[src/rtl/debug_uart_arbiter_if.sv]
// debug_uart_arbiter_if
//  Bundles the byte-stream handshake between the telemetry sources and the
//  arbiter, plus the send/data/idle link between the arbiter and uart_tx.
//  Ports (signals):
//   src_valid [NUM_SRC]    source i has a byte on src_data[8i+7:8i]
//   src_data  [8*NUM_SRC]  one byte per source
//   src_last  [NUM_SRC]    byte closes its frame
//   src_ready [NUM_SRC]    accept pulse from the arbiter
//   tx_send                one-cycle send strobe to uart_tx
//   tx_data   [8]          byte to uart_tx
//   tx_idle                uart_tx not shifting
//  master: producer/transmitter side.  slave: the arbiter.
interface debug_uart_arbiter_if #(
    parameter int NUM_SRC = 4
);
    logic [NUM_SRC-1:0]   src_valid;
    logic [8*NUM_SRC-1:0] src_data;
    logic [NUM_SRC-1:0]   src_last;
    logic [NUM_SRC-1:0]   src_ready;
    logic                 tx_send;
    logic [7:0]           tx_data;
    logic                 tx_idle;

    modport master (
        output src_valid, src_data, src_last, tx_idle,
        input  src_ready, tx_send, tx_data
    );

    modport slave (
        input  src_valid, src_data, src_last, tx_idle,
        output src_ready, tx_send, tx_data
    );
endinterface

[src/rtl/debug_uart_arbiter.sv]
// debug_uart_arbiter
//  Shares one debug uart_tx between NUM_SRC telemetry sources. Arbitration is
//  frame-level round-robin: the granted source owns the transmitter until its
//  last byte has left the shifter. An optional header byte {HDR_TAG, id}
//  precedes every frame. A stalled frame is abandoned after GAP_TIMEOUT idle
//  FETCH cycles.
//  Ports:
//   clock        system clock
//   reset        synchronous, active-high
//   bus          slave side of debug_uart_arbiter_if (sources + uart_tx link)
//   grant        one-hot current owner, 0 when idle
//   busy         high whenever the FSM is not IDLE
//   timeout_err  one-cycle pulse when a frame is abandoned
//
//  state     | meaning
//  ----------+-------------------------------------------------------------
//  IDLE      | no owner; round-robin pick among valid sources
//  HDR       | load header byte {HDR_TAG, id} into tx_data
//  FETCH     | offer src_ready to the owner; latch byte and last flag
//  SEND      | one-cycle tx_send strobe
//  WAIT_BUSY | wait for uart_tx to leave idle (start of shifting)
//  WAIT_IDLE | wait for uart_tx to finish; end frame or fetch next byte
module debug_uart_arbiter #(
    parameter int         NUM_SRC     = 4,
    parameter bit         HDR_EN      = 1'b1,
    parameter logic [3:0] HDR_TAG     = 4'hA,
    parameter int         GAP_TIMEOUT = 1024
) (
    input  logic                 clock,
    input  logic                 reset,
    debug_uart_arbiter_if.slave  bus,
    output logic [NUM_SRC-1:0]   grant,
    output logic                 busy,
    output logic                 timeout_err
);
    localparam int          ID_W     = (NUM_SRC > 1) ? $clog2(NUM_SRC) : 1;
    localparam logic [15:0] GAP_LOAD = 16'(GAP_TIMEOUT - 1);

    typedef enum logic [2:0] {
        IDLE, HDR, FETCH, SEND, WAIT_BUSY, WAIT_IDLE
    } state_t;

    state_t          state, state_n;
    logic [ID_W-1:0] gnt_id, last_grant, pick_id;
    logic            pick_found;
    logic            accept, gap_expired, frame_done;
    logic            last_lat;
    logic [7:0]      tx_data_q;
    logic [15:0]     gap_cnt;
    logic            sel_valid, sel_last;
    logic [7:0]      sel_data;

    // Round-robin pick: walk offsets from NUM_SRC down to 1 so the smallest
    // offset after last_grant is the one left standing.
    always_comb begin
        int idx;
        idx        = 0;
        pick_found = 1'b0;
        pick_id    = '0;
        for (int k = NUM_SRC; k >= 1; k--) begin
            idx = int'(last_grant) + k;
            if (idx >= NUM_SRC) idx = idx - NUM_SRC;
            if (bus.src_valid[ID_W'(idx)]) begin
                pick_found = 1'b1;
                pick_id    = ID_W'(idx);
            end
        end
    end

    // Owner's byte lane.
    always_comb begin
        sel_valid = 1'b0;
        sel_last  = 1'b0;
        sel_data  = '0;
        for (int i = 0; i < NUM_SRC; i++) begin
            if (gnt_id == ID_W'(i)) begin
                sel_valid = bus.src_valid[i];
                sel_last  = bus.src_last[i];
                sel_data  = bus.src_data[8*i +: 8];
            end
        end
    end

    always_comb begin
        state_n       = state;
        accept        = 1'b0;
        gap_expired   = 1'b0;
        frame_done    = 1'b0;
        bus.src_ready = '0;
        bus.tx_send   = 1'b0;
        timeout_err   = 1'b0;
        case (state)
            IDLE: begin
                if (pick_found) state_n = HDR_EN ? HDR : FETCH;
            end
            HDR: begin
                state_n = SEND;
            end
            FETCH: begin
                bus.src_ready = sel_valid ? grant : '0;
                if (sel_valid) begin
                    accept  = 1'b1;
                    state_n = SEND;
                end else if (gap_cnt == 16'd0) begin
                    gap_expired = 1'b1;
                    timeout_err = 1'b1;
                    state_n     = IDLE;
                end
            end
            SEND: begin
                bus.tx_send = 1'b1;
                state_n     = WAIT_BUSY;
            end
            WAIT_BUSY: begin
                if (!bus.tx_idle) state_n = WAIT_IDLE;
            end
            WAIT_IDLE: begin
                if (bus.tx_idle) begin
                    if (last_lat) begin
                        frame_done = 1'b1;
                        state_n    = IDLE;
                    end else begin
                        state_n = FETCH;
                    end
                end
            end
            default: state_n = IDLE;
        endcase
    end

    // gap_cnt is a down-counter: loaded with GAP_TIMEOUT-1 at frame start and
    // on every accepted byte, so terminal count 0 is hit on the GAP_TIMEOUT-th
    // consecutive FETCH cycle without a byte.
    always_ff @(posedge clock) begin
        if (reset) begin
            state      <= IDLE;
            grant      <= '0;
            gnt_id     <= '0;
            last_grant <= ID_W'(NUM_SRC - 1);
            last_lat   <= 1'b0;
            tx_data_q  <= '0;
            gap_cnt    <= GAP_LOAD;
        end else begin
            state <= state_n;
            if (state == IDLE && pick_found) begin
                gnt_id  <= pick_id;
                grant   <= NUM_SRC'(1) << pick_id;
                gap_cnt <= GAP_LOAD;
            end
            if (state == HDR) begin
                tx_data_q <= {HDR_TAG, 4'(gnt_id)};
                last_lat  <= 1'b0;
            end
            if (accept) begin
                tx_data_q <= sel_data;
                last_lat  <= sel_last;
                gap_cnt   <= GAP_LOAD;
            end else if (state == FETCH && !gap_expired) begin
                gap_cnt <= gap_cnt - 16'd1;
            end
            // The rr pointer only moves when a frame ends or is abandoned.
            if (gap_expired || frame_done) begin
                last_grant <= gnt_id;
                grant      <= '0;
            end
        end
    end

    assign busy        = (state != IDLE);
    assign bus.tx_data = tx_data_q;
endmodule
[src/flat_wrapper.sv]
// flat-port wrapper written by rule: the top's interface ports become plain ports
module debug_uart_arbiter_flat 
#(
    parameter int         NUM_SRC     = 4,
    parameter bit         HDR_EN      = 1'b1,
    parameter logic [3:0] HDR_TAG     = 4'hA,
    parameter int         GAP_TIMEOUT = 1024
)
  (clock, reset, grant, busy, timeout_err, bus_src_valid, bus_src_data, bus_src_last, bus_tx_idle, bus_src_ready, bus_tx_send, bus_tx_data);
  debug_uart_arbiter_if #(.NUM_SRC(NUM_SRC)) bus_i ();
  input  logic clock;
  input  logic reset;
  output logic [NUM_SRC-1:0] grant;
  output logic busy;
  output logic timeout_err;
  input wire logic [$bits(bus_i.src_valid)-1:0] bus_src_valid;
  input wire logic [$bits(bus_i.src_data)-1:0] bus_src_data;
  input wire logic [$bits(bus_i.src_last)-1:0] bus_src_last;
  input wire logic [$bits(bus_i.tx_idle)-1:0] bus_tx_idle;
  output wire logic [$bits(bus_i.src_ready)-1:0] bus_src_ready;
  output wire logic [$bits(bus_i.tx_send)-1:0] bus_tx_send;
  output wire logic [$bits(bus_i.tx_data)-1:0] bus_tx_data;
  assign bus_i.src_valid = bus_src_valid;
  assign bus_i.src_data = bus_src_data;
  assign bus_i.src_last = bus_src_last;
  assign bus_i.tx_idle = bus_tx_idle;
  assign bus_src_ready = bus_i.src_ready;
  assign bus_tx_send = bus_i.tx_send;
  assign bus_tx_data = bus_i.tx_data;
  debug_uart_arbiter #(.NUM_SRC(NUM_SRC), .HDR_EN(HDR_EN), .HDR_TAG(HDR_TAG), .GAP_TIMEOUT(GAP_TIMEOUT)) u_core (.clock(clock), .reset(reset), .bus(bus_i), .grant(grant), .busy(busy), .timeout_err(timeout_err));
endmodule
[config.mk]
export PLATFORM = sky130hd
export DESIGN_NAME = debug_uart_arbiter_flat
export DESIGN_NICKNAME = d
export VERILOG_FILES = /design/src/rtl/debug_uart_arbiter_if.sv /design/src/rtl/debug_uart_arbiter.sv /design/src/flat_wrapper.sv
export SDC_FILE = /design/constraint.sdc
export NUM_CORES = 1
export LEC_CHECK = 0
export CAP_MARGIN = 20
export CORE_UTILIZATION = 51
export CTS_CLUSTER_SIZE = 12
export DETAILED_ROUTE_END_ITERATION = 10
export PLACE_DENSITY_LB_ADDON = 0.05
export SYNTH_ARGS = -nofsm -noshare
export SYNTH_HDL_FRONTEND = slang
export SYNTH_SLANG_ARGS = --single-unit
[constraint.sdc]
create_clock -name clock -period 3.2 [get_ports clock]
set_input_delay 0.64 -clock clock [delete_from_list [all_inputs] [get_ports clock]]
set_output_delay 0.64 -clock clock [all_outputs]
set_load 0.05 [all_outputs]
==> results of run 1 <==
cells in the mapped netlist, types with 2 or more instances:
| master | instances | share of area, % |
|---|---|---|
| o211ai_1 | 2 | 0.70 |
| or3b_2 | 2 | 0.82 |
| nor2_1 | 19 | 3.3 |
| dfxtp_1 | 36 | 34 |
| and3b_1 | 2 | 0.82 |
| nand3_1 | 10 | 2.3 |
| a31oi_1 | 2 | 0.59 |
| clkbuf_1 | 9 | 1.6 |
| mux4_2 | 10 | 11 |
| or4_1 | 5 | 1.8 |
| nor2b_1 | 4 | 1.2 |
| or2_2 | 4 | 1.2 |
| a21oi_1 | 22 | 5.2 |
| and2_1 | 3 | 0.88 |
| o21a_1 | 2 | 0.70 |
| buf_2 | 2 | 0.47 |
| a211oi_1 | 5 | 1.8 |
| o311ai_0 | 3 | 1.2 |
| o21ai_0 | 8 | 1.9 |
| mux2i_1 | 3 | 1.4 |
| nand2b_1 | 3 | 0.88 |
| nor4_1 | 2 | 0.59 |
| nor3_1 | 14 | 3.3 |
| o31ai_1 | 4 | 1.4 |
| a22oi_1 | 2 | 0.70 |
| nand2_1 | 16 | 2.8 |
| or3_1 | 5 | 1.5 |
| inv_1 | 4 | 0.70 |
| ha_1 | 2 | 1.2 |
| and3_1 | 5 | 1.5 |
| nand4_1 | 3 | 0.88 |
metal layers:
metal / GRT usage (%) / wire length [microns] / vias up
met5: 0 / 0 / -
met4: 7.979 / 63 / 0
met3: 4.795 / 258 / 7
met2: 39.14 / 2522 / 55
met1: 34.21 / 2593 / 973
li1: - / - / 1037
flip-flops by register name, indices dropped and copies added (netlist names):
name / flops
u_core.gap_cnt: 16
u_core.last_grant: 2
u_core.last_lat: 1
u_core.state: 3
u_core.gnt_id: 2
u_core.bus.tx_data: 8
u_core.grant: 4
area by class of cell:
cell class	instances	area, sq um
repair buffers	70	678.2
clock buffers	7	96.34
fillers	314	1059
multi-input cells	184	1335
well taps	50	62.56
clock inverters	1	30.03
inverters	5	18.77
flip-flops and latches	36	720.7
power by group:
| group | switching, uW | leakage (uW) | internal [uW] |
|---|---|---|---|
| registers | 20.1 | 0.000293 | 470 |
| logic | 209 | 0.000671 | 166 |
| clock network | 156 | 0.0000645 | 275 |
logic make-up (layout without fill, tap and decap cells):
kind of cell	count (synthesis)	after routing	synth area share [%]
buf+inv	18	83	3.636
compound gates	59	59	19.18
xor+xnor	1	1	0.4106
flops	36	36	33.78
mux	14	14	12.49
simple gates	108	108	29.33
fa+ha+maj	2	2	1.173
worst reg2reg max path: stages, from the launching register on:
cell	delay [ns]
dfxtp_1	0.35
inv_1	0.09
ha_1	0.21
or4b_1	0.53
a2111o_1	0.46
or4_1	0.42
a21oi_1	0.14
path summary, 6_finish.rpt:
kind | slack [ns] | from | to
setup / recovery | 0.20 | bus_src_valid[3] | timeout_err
hold / removal | 0.47 | u_core.bus.tx_data[0] | u_core.bus.tx_data[0]
setup reg to reg | 0.94 | u_core.gap_cnt[0] | u_core.gap_cnt[12]
hold reg to reg | 0.47 | u_core.bus.tx_data[0] | u_core.bus.tx_data[0]
per-stage QoR:
| stage | instances | instance area [sq um] | hold slack [ns] |
|---|---|---|---|
| finish | 353 | 2942 | 0.4720 |
| global route | 353 | 2942 | 0.4884 |
| CTS | 353 | 2942 | 0.4677 |
| detailed placement | 345 | 2815 | 0.4584 |
| global placement | 345 | 2815 | 0.4516 |
| floorplan | 238 | 2133 | 0.4433 |
==> flow_metrics.py, run 1 <==
metrics = {
    "run_status": {
        "status": "finished clean",
    },
    "drt": {
        "drtIter0Drc": 88,
        "routed_wl_microns": 5437,
        "wl_per_cell_microns": 15.40,
        "drt_pass1_iterations": 4,
        "drcViolationCount": 0,
        "ant_nets": 0,
        "vias": 2072,
        "avgViaCountPerCell": 5.870,
    },
    "final_layout": {
        "drive_gt1_share_pct": 16.17,
        "area_growth_pct": 37.89,
        "diodes": 0,
        "final_common_cell": "clkdlybuf4s50_1",
        "fin_nets": 347,
        "final_util_pct": 73.54,
        "mostFrequentLayoutCells": "clkdlybuf4s50_1 (56), dfxtp_1 (36), a21oi_1 (22)",
    },
    "min_path": {
        "whs_path_depth": 2,
        "hold_class": "flip-flop to flip-flop",
    },
    "floorplanning": {
        "start_util_pct": 53.33,
        "die_y_microns": 66.68,
        "die_w_microns": 66.68,
        "rows": 23,
        "core_area_sq_um": 4000,
        "io_pins": 62,
        "dieArea_sq_um": 4446,
    },
    "power": {
        "power.total_uw": 1296,
        "peakVddDrop_mv": 0.4005,
        "p_per_area_nw_per_um2": 440.6,
        "power_leakage_uw": 0.001028,
    },
    "clock_network": {
        "cts_root_buffer": "clkbuf_8",
        "clkTransAtPathRegs_ns": 0.07,
        "cts_tree": "built",
        "cts_resized": 0,
        "cts_hold_buf": 0,
        "numCtsBuffers": 5,
        "cts_sinks": 36,
        "worstSkewPairLatency_ns": 0.28,
        "cts_setup_buffers": 0,
        "clk_path_buf_depth": 2,
        "cts_htree_levels": 2,
    },
    "placement": {
        "place_congestion": 0.7713,
        "dp_hpwl_microns": 4045,
        "pre_cts_slack_ns": 0.2166,
        "port_buffers": 61,
    },
    "sta": {
        "setup_ws_ns": 0.2043,
        "min_period_over_period_pct": 93.62,
        "tns_ns": 0,
        "worst_slew_pin_slew_ns": 0.6566,
        "rsz0062_at_grt": "false",
        "maxSlewHeadroom_pct": 56.07,
        "fmax_ghz": 0.3338,
        "period_needed_ns": 2.996,
        "slew_viol_final": 0,
        "hold_viol_final": 0,
        "setup_viol": 0,
        "timing.clock.skew_ns": 0.004715,
    },
    "logic_synthesis": {
        "ys_ff_latch": 36,
        "ys_seq_area_share_pct": 33.78,
        "yosys_most_used_dff": "dfxtp_1",
        "synthCells": 238,
        "syn_nets": 283,
        "synth_edf_count": 0,
        "ys_types": 56,
        "synth_warnings": 0,
        "syn-mean-instance-area_sq_um": 8.963,
        "async_reset_ff_share_pct": 0,
        "syn_area_sq_um": 2133,
    },
    "setup_path": {
        "reg2reg_depth": 6,
        "slowest_stage": "mux4_2",
        "crit_fanout": 6,
        "crit_buf_inv": 3,
        "crit_chain": "clkdlybuf4s50_1, mux4_2, inv_2, nand2_2, nor3_1, buf_12",
        "crit_family": "buffers and inverters",
        "cp_data_required_time_ns": 2.56,
        "endpoint_kind": "primary output",
        "crit_arrival_ns": 2.36,
        "cp-start-kind": "input pin",
        "critPathKind": "input pin to primary output",
        "cp_num_cells": 6,
        "worst_path_largest_cell_delay_ns": 0.53,
    },
    "run": {
        "maxCapViolations": 0,
    },
    "grt": {
        "gr-total-overflow": 0,
        "grt_pass1_vias": 1824,
        "grt_antenna_before_repair": 0,
        "grt.total_usage_pct": 24.98,
        "grt_pass1_wl_microns": 8397,
        "grt_max_degree": 25,
    },
}
Note: power is estimated with default switching activity, not from simulation.
==> inputs of run 2 (changes only) <==
Settings changed: CAP_MARGIN 20 to default, CORE_MARGIN from default to 1, SETUP_SLACK_MARGIN from default to 0.4.
==> run 2 against run 1 <==
Sequential power about the same. Sequential share of layout area up 0.052 points. Power shrank 6.8%. Core utilization decreased by 0.16 points. Die area stayed put. Wire length increased by 2.9%. Final cell count increased by 0.28%. Clock-buffer cell count decreased by 1. First-iteration DRC count increased by 73%. Setup slack better by 0.27 ns. Critical endpoint unchanged. Largest power group unchanged.
==> flow_metrics.py, run 2 (same netlist as run 1, synthesis figures left out) <==
metrics = {
    "setup_path": {
        "worst_path_largest_cell_delay_ns": 0.58,
        "critPathKind": "flip-flop to primary output",
        "cp-start-kind": "flip-flop",
        "cp_data_required_time_ns": 2.56,
        "crit_chain": "or4_4, and4bb_2, nand2_2, nor3_4, buf_12",
        "slowest_stage": "or4_4",
        "endpoint_kind": "primary output",
        "crit_arrival_ns": 2.08,
        "crit_fanout": 7,
    },
    "floorplanning": {
        "io_pins": 62,
        "die_w_microns": 66.68,
        "rows": 23,
        "start_util_pct": 53.33,
        "die_y_microns": 66.68,
        "core_area_sq_um": 4000,
        "dieArea_sq_um": 4446,
    },
    "final_layout": {
        "multi_input_area_sq_um": 1353,
        "mostFrequentLayoutCells": "clkdlybuf4s50_1 (52), dfxtp_1 (36), a21oi_1 (22)",
        "regArea_sq_um": 720.7,
        "final_common_cell": "clkdlybuf4s50_1",
        "largest_reg_flops": 16,
        "fin_nets": 348,
        "top_register": "u_core.gap_cnt",
        "drive_gt1_share_pct": 17.11,
        "diodes": 0,
        "final.fill_count": 323,
        "area_growth_pct": 37.60,
    },
    "sta": {
        "timing.clock.skew_ns": 0.006908,
        "rsz0062_at_grt": "false",
        "tns_ns": 0,
        "fmax_ghz": 0.3671,
        "setup_viol": 0,
        "period_needed_ns": 2.724,
        "maxSlewHeadroom_pct": 49.57,
        "worst_slew_pin_slew_ns": 0.7529,
        "hold_viol_final": 0,
        "min_period_over_period_pct": 85.12,
        "slew_viol_final": 0,
    },
    "clock_network": {
        "cts_htree_levels": 2,
        "clkTransAtPathRegs_ns": 0.07,
        "worstSkewPairLatency_ns": 0.29,
        "clk_path_buf_depth": 2,
        "cts_hold_buf": 0,
        "cts_sinks": 36,
        "cts_root_buffer": "clkbuf_8",
        "cts_tree": "built",
        "numCtsBuffers": 5,
    },
    "power": {
        "p_per_area_nw_per_um2": 411.6,
        "peakVddDrop_mv": 0.3007,
        "power.total_uw": 1208,
        "power_leakage_uw": 0.001049,
    },
    "drt": {
        "drt_pass1_iterations": 4,
        "avgViaCountPerCell": 5.887,
        "ant_nets": 0,
        "wl_per_cell_microns": 15.80,
        "drcViolationCount": 0,
        "drt-met1-wl_microns": 2521,
        "vias": 2084,
        "topRoutingLayerUsed": "met4",
        "met3_length_microns": 349,
        "dr_wl_met2_microns": 2611,
        "drtIter0Drc": 152,
        "routed_wl_microns": 5592,
    },
    "min_path": {
        "hold_class": "flip-flop to flip-flop",
    },
    "placement": {
        "place_congestion": 0.8102,
        "dp_hpwl_microns": 4106,
        "port_buffers": 61,
    },
    "grt": {
        "grt_pass1_vias": 1862,
        "grt.total_usage_pct": 26.24,
        "grt_pass1_wl_microns": 8666,
        "grt_max_degree": 25,
        "grt_antenna_before_repair": 0,
        "gr-total-overflow": 0,
    },
    "run": {
        "maxCapViolations": 0,
    },
    "run_status": {
        "status": "finished clean",
    },
}
run 2: final cells by class:
| class | instances | share of cell area [%] |
|---|---|---|
| flip-flops and latches | 36 | 24.55 |
| clock buffers | 6 | 2.813 |
| well taps | 50 | 2.131 |
| multi-input cells | 184 | 46.08 |
| inverters | 5 | 0.6394 |
| clock inverters | 2 | 0.3410 |
| repair buffers | 71 | 23.44 |
run 2: worst max-delay path: cells and delay by family, from the launching register on:
kind	cells	cell delay, ns
simple gates	4	1.27
flops	1	0.36
buf+inv	1	0.17
run 2: path summary, 6_finish.rpt:
path / from / end / slack (ns) / cells past startpoint
setup / recovery: u_core.gap_cnt[10] / timeout_err / 0.48 / 5
hold / removal: u_core.bus.tx_data[0] / u_core.bus.tx_data[0] / 0.46 / 2
setup reg to reg: u_core.gap_cnt[0] / u_core.gap_cnt[5] / 0.94 / 6
hold reg to reg: u_core.bus.tx_data[0] / u_core.bus.tx_data[0] / 0.46 / 2
run 2: where the power goes:
part	total, uW	switching, uW	internal, uW
logic	382	213	168
registers	489	19.2	470
clock network	338	166	172
total	1210	398	810
run 2: repair_timing:
item | 4_1_cts | 5_1_grt
setup endpoints to repair | 5 | 4
gates resized for setup | 5 | 2
pin swaps | 1 | 1
buffers inserted | 1 | 0
run 2: routing by layer:
layer,global-route usage [%],up-vias
met5,0,-
met4,10.90,0
met3,5.993,11
met2,39.77,70
met1,35.47,966
li1,-,1037
run 2: metrics by stage:
| stage | worst slack, ns | cell area, sq um | std cells | hold slack [ns] | util (%) |
|---|---|---|---|---|---|
| final | 0.4761 | 2935 | 354 | 0.4647 | 73.38 |
| after global routing | 0.4122 | 2935 | 354 | 0.4884 | 73.38 |
| after CTS | 0.4103 | 2927 | 354 | 0.4672 | 73.16 |
| after detailed placement | 0.3107 | 2820 | 345 | 0.4584 | 70.50 |
| after global placement | 0.3624 | 2820 | 345 | 0.4503 | 70.50 |
| after floorplan | 0.5636 | 2138 | 238 | 0.4433 | - |
